`config.mk`:
```
export PLATFORM = sky130hd
export DESIGN_NAME = u109_pci_arbiter_flat
export DESIGN_NICKNAME = d
export VERILOG_FILES = /design/src/rtl/u109_pci_arbiter_if.sv /design/src/rtl/u109_pci_arbiter.sv /design/src/flat_wrapper.sv
export SDC_FILE = /design/constraint.sdc
export NUM_CORES = 1
export LEC_CHECK = 0
export ABC_AREA = 1
export CAP_MARGIN = 0
export CORE_ASPECT_RATIO = 0.8
export CORE_UTILIZATION = 35
export CTS_CLUSTER_SIZE = 12
export DETAILED_ROUTE_END_ITERATION = 10
export PLACE_DENSITY = 0.57
export SLEW_MARGIN = 5
export SYNTH_ARGS = -nofsm -noshare
export SYNTH_HDL_FRONTEND = slang
export SYNTH_SLANG_ARGS = --single-unit
export TNS_END_PERCENT = 100
```
`constraint.sdc`:
```
create_clock -name CLKP -period 3.27 [get_ports CLKP]
set_input_delay 0.8175 -clock CLKP [delete_from_list [all_inputs] [get_ports CLKP]]
set_output_delay 0.8175 -clock CLKP [all_outputs]
set_load 0.1 [all_outputs]
```
`src/rtl/u109_pci_arbiter_if.sv`:
```
// U109 PCI arbiter bus bundle: slot/host requests, sampled bus status,
// grants and ownership indications. The arbiter uses the master modport,
// the surrounding bus (slots, host, buffer control) uses the slave modport.
interface u109_pci_arbiter_if #(
    parameter int NUM_SLOTS = 5
);
    logic [NUM_SLOTS-1:0] REQn;
    logic                 HOST_REQ;
    logic                 FRAMEn;
    logic                 IRDYn;
    logic [NUM_SLOTS-1:0] GNTn;
    logic                 HOST_GNT;
    logic                 DMA_CYCLE;
    logic [2:0]           BUS_OWNER;
    logic                 ARB_TIMEOUT;

    modport master (
        input  REQn, HOST_REQ, FRAMEn, IRDYn,
        output GNTn, HOST_GNT, DMA_CYCLE, BUS_OWNER, ARB_TIMEOUT
    );

    modport slave (
        output REQn, HOST_REQ, FRAMEn, IRDYn,
        input  GNTn, HOST_GNT, DMA_CYCLE, BUS_OWNER, ARB_TIMEOUT
    );
endinterface

```
`src/rtl/u109_pci_arbiter.sv`:
```
// U109 central PCI arbiter. Shares the AD bus between the host side and
// NUM_SLOTS slot masters with registered grants, a one-clock turnaround
// between owners, round-robin among slots and strict host/slot alternation
// under contention. A granted slot that never starts a cycle loses its grant
// after GNT_TIMEOUT clocks.
// Optional build macro U109_HOST_PARK_EN: park the idle bus on the host.
module u109_pci_arbiter #(
    parameter int NUM_SLOTS   = 5,
    parameter int GNT_TIMEOUT = 16
) (
    input  logic                CLKP,
    input  logic                RESET,
    u109_pci_arbiter_if.master  bus
);

`ifdef U109_HOST_PARK_EN
    localparam bit PARK_EN = 1'b1;
`else
    localparam bit PARK_EN = 1'b0;
`endif

    localparam int       CNT_W      = (GNT_TIMEOUT > 2) ? $clog2(GNT_TIMEOUT) : 1;
    localparam logic [2:0] OWNER_HOST = 3'd6;
    localparam logic [2:0] OWNER_NONE = 3'd7;

    typedef enum logic [2:0] {
        S_IDLE      = 3'd0,
        S_HOST_OWN  = 3'd1,
        S_SLOT_WAIT = 3'd2,
        S_SLOT_BUSY = 3'd3,
        S_TURN      = 3'd4
    } state_t;

    state_t               state_r, state_s;
    logic [2:0]           ptr_r, ptr_s;
    logic [2:0]           slot_r, slot_s;
    logic                 host_turn_r, host_turn_s;
    logic [CNT_W-1:0]     cnt_r, cnt_s;
    logic [NUM_SLOTS-1:0] gntn_r, gntn_s;
    logic                 host_gnt_r, host_gnt_s;
    logic                 dma_r, dma_s;
    logic [2:0]           owner_r, owner_s;
    logic                 tmo_r, tmo_s;

    logic                 bus_idle_s;
    logic                 rr_hit_s;
    logic [2:0]           rr_idx_s;
    logic [3:0]           cand_s;
    logic [NUM_SLOTS-1:0] slot_mask_s;
    logic                 other_req_s;
    logic [2:0]           next_ptr_s;
    logic                 park_exit_s;

    assign bus_idle_s  = bus.FRAMEn & bus.IRDYn;
    assign other_req_s = |(~bus.REQn & ~slot_mask_s);
    assign next_ptr_s  = (slot_r == 3'(NUM_SLOTS - 1)) ? 3'd0 : slot_r + 3'd1;
    // Leaving a parked host grant for a slot must pass through a turnaround clock
    assign park_exit_s = PARK_EN & (state_r == S_IDLE) & host_gnt_r;

    // Round-robin search: lowest cyclic offset from the pointer wins (scan high to low)
    always_comb begin
        rr_hit_s = 1'b0;
        rr_idx_s = 3'd0;
        cand_s   = 4'd0;
        for (int i = NUM_SLOTS - 1; i >= 0; i--) begin
            cand_s = {1'b0, ptr_r} + 4'(i);
            cand_s = (cand_s >= 4'(NUM_SLOTS)) ? cand_s - 4'(NUM_SLOTS) : cand_s;
            if (!bus.REQn[cand_s[2:0]]) begin
                rr_hit_s = 1'b1;
                rr_idx_s = cand_s[2:0];
            end else begin
                rr_idx_s = rr_idx_s;
            end
        end
    end

    // One-hot mask of the slot currently holding (or last holding) the bus
    always_comb begin
        slot_mask_s         = '0;
        slot_mask_s[slot_r] = 1'b1;
    end

    // Next-state and next-output decode; outputs are registered with the state
    always_comb begin
        state_s     = state_r;
        ptr_s       = ptr_r;
        slot_s      = slot_r;
        host_turn_s = host_turn_r;
        cnt_s       = cnt_r;
        gntn_s      = '1;
        host_gnt_s  = 1'b0;
        dma_s       = 1'b0;
        owner_s     = OWNER_NONE;
        tmo_s       = 1'b0;
        case (state_r)
            // TURN has already served its single dead clock, so it arbitrates like IDLE
            S_IDLE, S_TURN: begin
                state_s = S_IDLE;
                if (!bus_idle_s) begin
                    state_s = S_IDLE;
                end else if (host_turn_r && bus.HOST_REQ) begin
                    state_s    = S_HOST_OWN;
                    host_gnt_s = 1'b1;
                    owner_s    = OWNER_HOST;
                end else if (rr_hit_s && park_exit_s) begin
                    state_s = S_TURN;
                end else if (rr_hit_s) begin
                    state_s          = S_SLOT_WAIT;
                    slot_s           = rr_idx_s;
                    cnt_s            = '0;
                    gntn_s[rr_idx_s] = 1'b0;
                    owner_s          = rr_idx_s;
                end else if (bus.HOST_REQ) begin
                    state_s    = S_HOST_OWN;
                    host_gnt_s = 1'b1;
                    owner_s    = OWNER_HOST;
                end else if (PARK_EN) begin
                    host_gnt_s = 1'b1;
                    owner_s    = OWNER_HOST;
                end else begin
                    state_s = S_IDLE;
                end
            end
            S_HOST_OWN: begin
                if (bus.HOST_REQ) begin
                    host_gnt_s = 1'b1;
                    owner_s    = OWNER_HOST;
                end else begin
                    host_turn_s = 1'b0;
                    state_s     = S_TURN;
                end
            end
            S_SLOT_WAIT: begin
                if (!bus.FRAMEn) begin
                    // FRAMEn beats a simultaneous timeout
                    state_s        = S_SLOT_BUSY;
                    gntn_s[slot_r] = 1'b0;
                    owner_s        = slot_r;
                    dma_s          = 1'b1;
                end else if (bus.REQn[slot_r]) begin
                    state_s = S_TURN;
                    ptr_s   = next_ptr_s;
                end else if (cnt_r == CNT_W'(GNT_TIMEOUT - 1)) begin
                    state_s = S_TURN;
                    ptr_s   = next_ptr_s;
                    tmo_s   = 1'b1;
                end else begin
                    cnt_s          = cnt_r + CNT_W'(1);
                    gntn_s[slot_r] = 1'b0;
                    owner_s        = slot_r;
                end
            end
            S_SLOT_BUSY: begin
                if (bus_idle_s) begin
                    state_s     = S_TURN;
                    ptr_s       = next_ptr_s;
                    host_turn_s = 1'b1;
                end else begin
                    dma_s   = 1'b1;
                    owner_s = slot_r;
                    // Once withdrawn the grant stays off; the master ends on its latency timer
                    if (!gntn_r[slot_r] && !bus.REQn[slot_r] && !other_req_s && !bus.HOST_REQ) begin
                        gntn_s[slot_r] = 1'b0;
                    end else begin
                        gntn_s[slot_r] = 1'b1;
                    end
                end
            end
            default: begin
                state_s = S_IDLE;
            end
        endcase
    end

    // State, arbitration bookkeeping and registered outputs
    always_ff @(posedge CLKP) begin
        if (RESET) begin
            state_r     <= S_IDLE;
            ptr_r       <= 3'd0;
            slot_r      <= 3'd0;
            host_turn_r <= 1'b1;
            cnt_r       <= '0;
            gntn_r      <= '1;
            host_gnt_r  <= 1'b0;
            dma_r       <= 1'b0;
            owner_r     <= OWNER_NONE;
            tmo_r       <= 1'b0;
        end else begin
            state_r     <= state_s;
            ptr_r       <= ptr_s;
            slot_r      <= slot_s;
            host_turn_r <= host_turn_s;
            cnt_r       <= cnt_s;
            gntn_r      <= gntn_s;
            host_gnt_r  <= host_gnt_s;
            dma_r       <= dma_s;
            owner_r     <= owner_s;
            tmo_r       <= tmo_s;
        end
    end

    assign bus.GNTn        = gntn_r;
    assign bus.HOST_GNT    = host_gnt_r;
    assign bus.DMA_CYCLE   = dma_r;
    assign bus.BUS_OWNER   = owner_r;
    assign bus.ARB_TIMEOUT = tmo_r;

endmodule
```
`src/flat_wrapper.sv`:
```
// flat-port wrapper written by rule: the top's interface ports become plain ports
module u109_pci_arbiter_flat 
#(
    parameter int NUM_SLOTS   = 5,
    parameter int GNT_TIMEOUT = 16
)
  (CLKP, RESET, bus_REQn, bus_HOST_REQ, bus_FRAMEn, bus_IRDYn, bus_GNTn, bus_HOST_GNT, bus_DMA_CYCLE, bus_BUS_OWNER, bus_ARB_TIMEOUT);
  u109_pci_arbiter_if #(.NUM_SLOTS(NUM_SLOTS)) bus_i ();
  input  logic CLKP;
  input  logic RESET;
  input wire logic [$bits(bus_i.REQn)-1:0] bus_REQn;
  input wire logic [$bits(bus_i.HOST_REQ)-1:0] bus_HOST_REQ;
  input wire logic [$bits(bus_i.FRAMEn)-1:0] bus_FRAMEn;
  input wire logic [$bits(bus_i.IRDYn)-1:0] bus_IRDYn;
  output wire logic [$bits(bus_i.GNTn)-1:0] bus_GNTn;
  output wire logic [$bits(bus_i.HOST_GNT)-1:0] bus_HOST_GNT;
  output wire logic [$bits(bus_i.DMA_CYCLE)-1:0] bus_DMA_CYCLE;
  output wire logic [$bits(bus_i.BUS_OWNER)-1:0] bus_BUS_OWNER;
  output wire logic [$bits(bus_i.ARB_TIMEOUT)-1:0] bus_ARB_TIMEOUT;
  assign bus_i.REQn = bus_REQn;
  assign bus_i.HOST_REQ = bus_HOST_REQ;
  assign bus_i.FRAMEn = bus_FRAMEn;
  assign bus_i.IRDYn = bus_IRDYn;
  assign bus_GNTn = bus_i.GNTn;
  assign bus_HOST_GNT = bus_i.HOST_GNT;
  assign bus_DMA_CYCLE = bus_i.DMA_CYCLE;
  assign bus_BUS_OWNER = bus_i.BUS_OWNER;
  assign bus_ARB_TIMEOUT = bus_i.ARB_TIMEOUT;
  u109_pci_arbiter #(.NUM_SLOTS(NUM_SLOTS), .GNT_TIMEOUT(GNT_TIMEOUT)) u_core (.CLKP(CLKP), .RESET(RESET), .bus(bus_i));
endmodule
```
## Yosys cells after proc, flatten, opt, wreduce, memory -nomap -nowiden

Index checks and enable logic that the tools add are counted.

| storage, ports and cells | value |
|---|---|
| flip-flop bits (word level) | 25 |
| RAM bits | 0 |
| bits in latches | 0 |
| output and inout port bits | 11 |
| memory bits (read-only) | 0 |
| memories kept | 0 |
| input port bits | 10 |

| cells by class | value |
|---|---|
| reductions and logical operators | 22 |
| equality and inequality tests | 16 |
| magnitude comparators | 14 |
| bitwise operators | 8 |
| shift operators | 0 |
| add/sub/neg operators | 11 |
| div/mod/pow operators | 0 |
| multiplexer cells | 86 |
| multiply operators | 0 |

Operators by type and width:

| operator | count |
|---|---|
| $mux W3 | 30 |
| $mux W5 | 8 |
| $lt A3 B4 Y1 const B | 7 |
| $mux W1 | 25 |
| $mux W4 | 6 |
| $pmux W3 S4 | 2 |
| $bmux W1 S3 | 7 |
| $ge A4 B3 Y1 const B | 4 |
| $not A5 Y5 | 3 |
| $pmux W5 S3 | 1 |
| $sub A3 B3 Y3 const B | 5 |
| $ne A2 B2 Y1 const B | 5 |
| $add A3 B2 Y4 const B | 2 |
| $pmux W4 S2 | 1 |
| $reduce_and A4 Y1 | 2 |
| $reduce_and A7 Y1 | 1 |
| $demux W1 S3 | 2 |
| $eq A3 B2 Y1 const B | 2 |
| $eq A3 B3 Y1 const B | 2 |
| $ge A3 B1 Y1 const B | 2 |
| $logic_and A1 B1 Y1 | 6 |
| $ne A2 B1 Y1 const B | 3 |
| $pmux W1 S2 | 3 |
| $pmux W3 S2 | 1 |
| 19 further kinds | 27 |

## Logic depth before layout (Yosys ltp)

| depth | value |
|---|---|
| word-level depth | 19 |
| gate-level depth with buffers | 23 |
| gate-level depth less buffers | 23 |

## Worst setup path before layout

Ideal clock, no wire load.

| path | value |
|---|---|
| path type | reg-to-reg |
| start point | register u_core.ptr_r[0] |
| end point | register u_core.gntn_r[2] (netlist: u_core.bus.GNTn[2]) |
| path buffers | 0 |
| library setup time | 117 ps |
| arrival | 2,523 ps |
| path slack | 629 ps |
| clock period less this slack | 2,641 ps |
| cell stages (with the launch flop) | 22 |
| path through | dfxtp_1 > inv_2 > ha_1 > inv_1 > fa_1 > o21bai_2 > nand2_1 > nand2_1 > nand2_1 > nand3_1 > nand2_1 > nand2_2 > nand2_2 > inv_1 > nor2_1 > nor2_1 > nand2_1 > nand2_2 > nand2_2 > nand2_2 > o21bai_1 > nand2_1 |

| between the ends | value |
|---|---|
| cells in the longest elaborated chain, start to end | 19 |
| elaborated cells on any way between the ends | 49 |
| classes of those cells | add/sub (9); order compare (7); mux (31); bitwise (1); reduce/logical (1) |

RTL lines:

| item | RTL line | RTL |
|---|---|---|
| from (decl) | u109_pci_arbiter.sv:35 | `logic [2:0] ptr_r, ptr_s;` |
| from (signal assigned) | u109_pci_arbiter.sv:190 | `ptr_r <= ptr_s;` |
| $add A3 B3 Y4 | u109_pci_arbiter.sv:66 | `cand_s = {1'b0, ptr_r} + 4'(i);` |
| $ge A4 B3 Y1 / $sub A3 B3 Y3 (equally long branches) | u109_pci_arbiter.sv:67 | `cand_s = (cand_s >= 4'(NUM_SLOTS)) ? cand_s - 4'(NUM_SLOTS) : cand_s;` |
| $mux W3 | u109_pci_arbiter.sv:67 |  |
| $bmux W1 S3 | u109_pci_arbiter.sv:68 | `if (!bus.REQn[cand_s[2:0]]) begin` |
| $mux W1 (implied by the code) | u109_pci_arbiter.sv:68 |  |
| $mux W3 (5 in a row) | u109_pci_arbiter.sv:68 |  |
| $lt A3 B4 Y1 (implied by the code) / $ge A3 B1 Y1 (equally long branches) | u109_pci_arbiter.sv:111 | `gntn_s[rr_idx_s] = 1'b0;` |
| $logic_and A1 B1 Y1 (implied by the code) | u109_pci_arbiter.sv:111 |  |
| $mux W1 (implied by the code) | u109_pci_arbiter.sv:111 |  |
| $demux W1 S3 | - |  |
| $not A5 Y5 (no source line) | - |  |
| $mux W5 (*) | u109_pci_arbiter.sv:107 | `end else if (rr_hit_s) begin` |
| $mux W5 (*) | u109_pci_arbiter.sv:101 | `end else if (host_turn_r && bus.HOST_REQ) begin` |
| $mux W5 (*) | u109_pci_arbiter.sv:99 | `if (!bus_idle_s) begin` |
| $pmux W5 S3 (*) | u109_pci_arbiter.sv:95 | `case (state_r)` |
| to (signal assigned) | u109_pci_arbiter.sv:194 | `gntn_r <= gntn_s;` |
| to (decl) | u109_pci_arbiter.sv:39 | `logic [NUM_SLOTS-1:0] gntn_r, gntn_s;` |

Every way passes the cells marked *; elsewhere a longest branch is shown, timed or not. The select of a mux whose other input is x is not followed.
A chain may end at the register's enable or synchronous reset.

## Worst setup path in the final report

| path | value |
|---|---|
| start point | register u_core.ptr_r[0] |
| end point | register u_core.gntn_r[3] (netlist: u_core.bus.GNTn[3]) |

Same word-level chain as after synthesis.

==> run metrics <==
H-tree levels=1; DRT Wirelength=7017 um; CP endpoint kind=flip-flop; ANT nets after route=0; first-pass GRT wire length=11,870 um; die area=7585 um2; Yosys cell types=38; row count=27; Post-CTS Setup Bufs=0; DRT iter0 DRCs=164; Power Dens Cells=389.8 nW/um2; worst-margin pin slew=0.7839 ns; final setup vio count=0; Cell Area, Synth=2534 um2; fin crit share=90.12%; cell leakage power=1.343 nW; Post-Route Setup TNS=0 ns; most frequent cells in the layout=nand2_1 (96), nand3_1 (49), inv_1 (48); CTS Hold Bufs=0; Max-Cap Viols=0; busiest grt layer=met1; all-layer global routing usage=19.07%; core footprint=6925 um2; Post-Layout Cell Count=515; I/O pins=21; number of global-route vias before repair=2,342; Layout area overhead=12.79%; worst flop-to-flop path startpoint=u_core.ptr_r[0]; crit path from=u_core.ptr_r[0]; Initial DRT Pass Iterations=5; GR Util met2=26.41%; gp weighted congestion=0.8713; die width=97.13 um; most common cell after layout, fill and taps aside=nand2_1; critical path required time=3.44 ns; Slew Limit Headroom=47.34%; Die Span Y=78.10 um; syn avg cell area=6.271 um2; DR WL/cell=13.63 um; RSZ-0062 raised after global routing=no; Period minus WS final=2.947 ns; clk_skew=0.003936 ns; Hold Violations, Final=0; drc violations=0; Starting Density=36.59%; syn_nets=426; fin nets=451; #FFs+latches synth=25; total global routing overflow=0; Global Route met1 Usage=30.97%; Pwr Total=1.114 mW; clock buffer depth=2; cts bufs inserted=3; number of clock sinks=25; clock root buffer=clkbuf_8; sequential area share after synthesis=19.75%; n_diodes=0; clk slew on worst S/H paths=0.09 ns; Hold Crit Start=u_core.cnt_r[1]; number of vias per cell=5.184; DP HPWL=5702 um; met3 Use GR=2.760%; maximum vdd drop=0.1405 mV; Fmax achieved=339.3 MHz; via count=2,670; Syn Inst Count=404; Arr. time, crit path=3.12 ns; # resized after CTS=0; IO Port Bufs=20; Syn. warnings=0; status=finished, final reports clean; initial antenna violation count=0; pin count of the biggest net entering global routing=16; critical setup path kind=reg -> reg; CTS tree=built; pins over their slew limit=0; share of cells above drive strength 1=17.06%; CP max FO=15; Inst Count DP=511; Worst-Skew Late Latency=0.27 ns; worst hold path type=reg -> reg; CP startpoint kind=flip-flop
==> registers in the layout (all words and copies together) (netlist names) <==
signal and count:
u_core.bus.ARB_TIMEOUT 1, u_core.cnt_r 4, u_core.bus.GNTn 5, u_core.ptr_r 3, u_core.bus.HOST_GNT 1, u_core.bus.DMA_CYCLE 1, u_core.state_r 3, u_core.bus.BUS_OWNER 3
u_core.slot_r 3, u_core.host_turn_r 1
==> final cells by class <==
class / instances / area, um2
repair buffers: 25 / 210.2
well taps: 87 / 108.9
inverters: 55 / 206.4
fillers: 724 / 4068
clock buffers: 4 / 45.04
flip-flops and latches: 25 / 500.5
multi-input cells: 319 / 1787
==> synth_stat cells, drive strengths merged <==
cell | count | area, um2
nand3 | 52 | 275.3
xor2 | 2 | 17.52
buf | 4 | 26.27
a211oi | 3 | 22.52
dfxtp | 25 | 500.5
a21oi | 31 | 188.9
nand4 | 3 | 18.77
xnor2 | 1 | 8.760
nor3 | 9 | 45.04
fa | 1 | 20.02
a2111oi | 1 | 8.760
nor4 | 1 | 6.260
inv | 55 | 206.5
o221ai | 2 | 17.52
ha | 11 | 137.6
nand3b | 6 | 45.04
clkbuf | 1 | 13.76
nand2 | 125 | 591.8
o21ai | 31 | 166.4
o22ai | 2 | 12.51
a21boi | 2 | 15.02
o21bai | 5 | 52.55
nor2 | 30 | 130.1
and3 | 1 | 6.260
==> cell families (layout without fill, tap and decap cells) <==
group	count (synthesis)	in the layout	synth area share (%)
buffers and inverters	60	84	9.728
AOI/OAI and AO/OA	77	77	19.11
xor gates and xnor gates	3	3	1.037
adders and majority gates	12	12	6.222
DFF	25	25	19.75
and+or+nand+nor	227	227	44.15
==> path summary, 6_finish.rpt <==
path,endpoint,slack (ns),cells after the start
hold / removal,u_core.cnt_r[1],0.50,2
setup reg to reg,u_core.bus.GNTn[3],0.32,17
setup / recovery,u_core.bus.GNTn[3],0.32,17
hold reg to reg,u_core.cnt_r[1],0.50,2
==> power by group <==
group          leakage (nW)  internal [mW]  switching [mW]  total (mW)
clock                0.0228         0.0874           0.107       0.194
sequential            0.203          0.323          0.0142       0.337
combinational          1.12          0.175           0.408       0.583
total                  1.34          0.585           0.529        1.11
==> worst max-delay path: stages, from the launching register on <==
cell	delay (ns)
dfxtp_1	0.36
buf_4	0.24
ha_1	0.23
inv_1	0.10
o21ai_2	0.23
nand2_4	0.10
o21ai_0	0.48
nand3_1	0.14
nand2_1	0.13
nand2_2	0.08
nand2_2	0.10
inv_1	0.05
nand3_1	0.08
nand2_1	0.08
nand2_2	0.12
nand2_1	0.08
o21bai_1	0.14
nand2_1	0.08
==> stage by stage <==
step | hold WS, ns | setup slack [ns] | util (%) | area [um2]
global placement | 0.4810 | 0.2472 | 40.61 | 2813
detailed placement | 0.4822 | 0.2973 | 40.61 | 2813
finish | 0.4998 | 0.3232 | 41.26 | 2858
global route | 0.5151 | 0.08582 | 41.26 | 2858
floorplan | 0.4649 | 0.6295 | - | 2534
CTS | 0.4992 | 0.3606 | 41.26 | 2858
==> layer usage <==
layer / up-vias / share of wire (%)
met2: 95 / 39
met1: 1195 / 54
met3: 2 / 6.6
li1: 1378 / -
met4: 0 / 0.24
met5: - / 0
(Power assumes the default switching activity.)
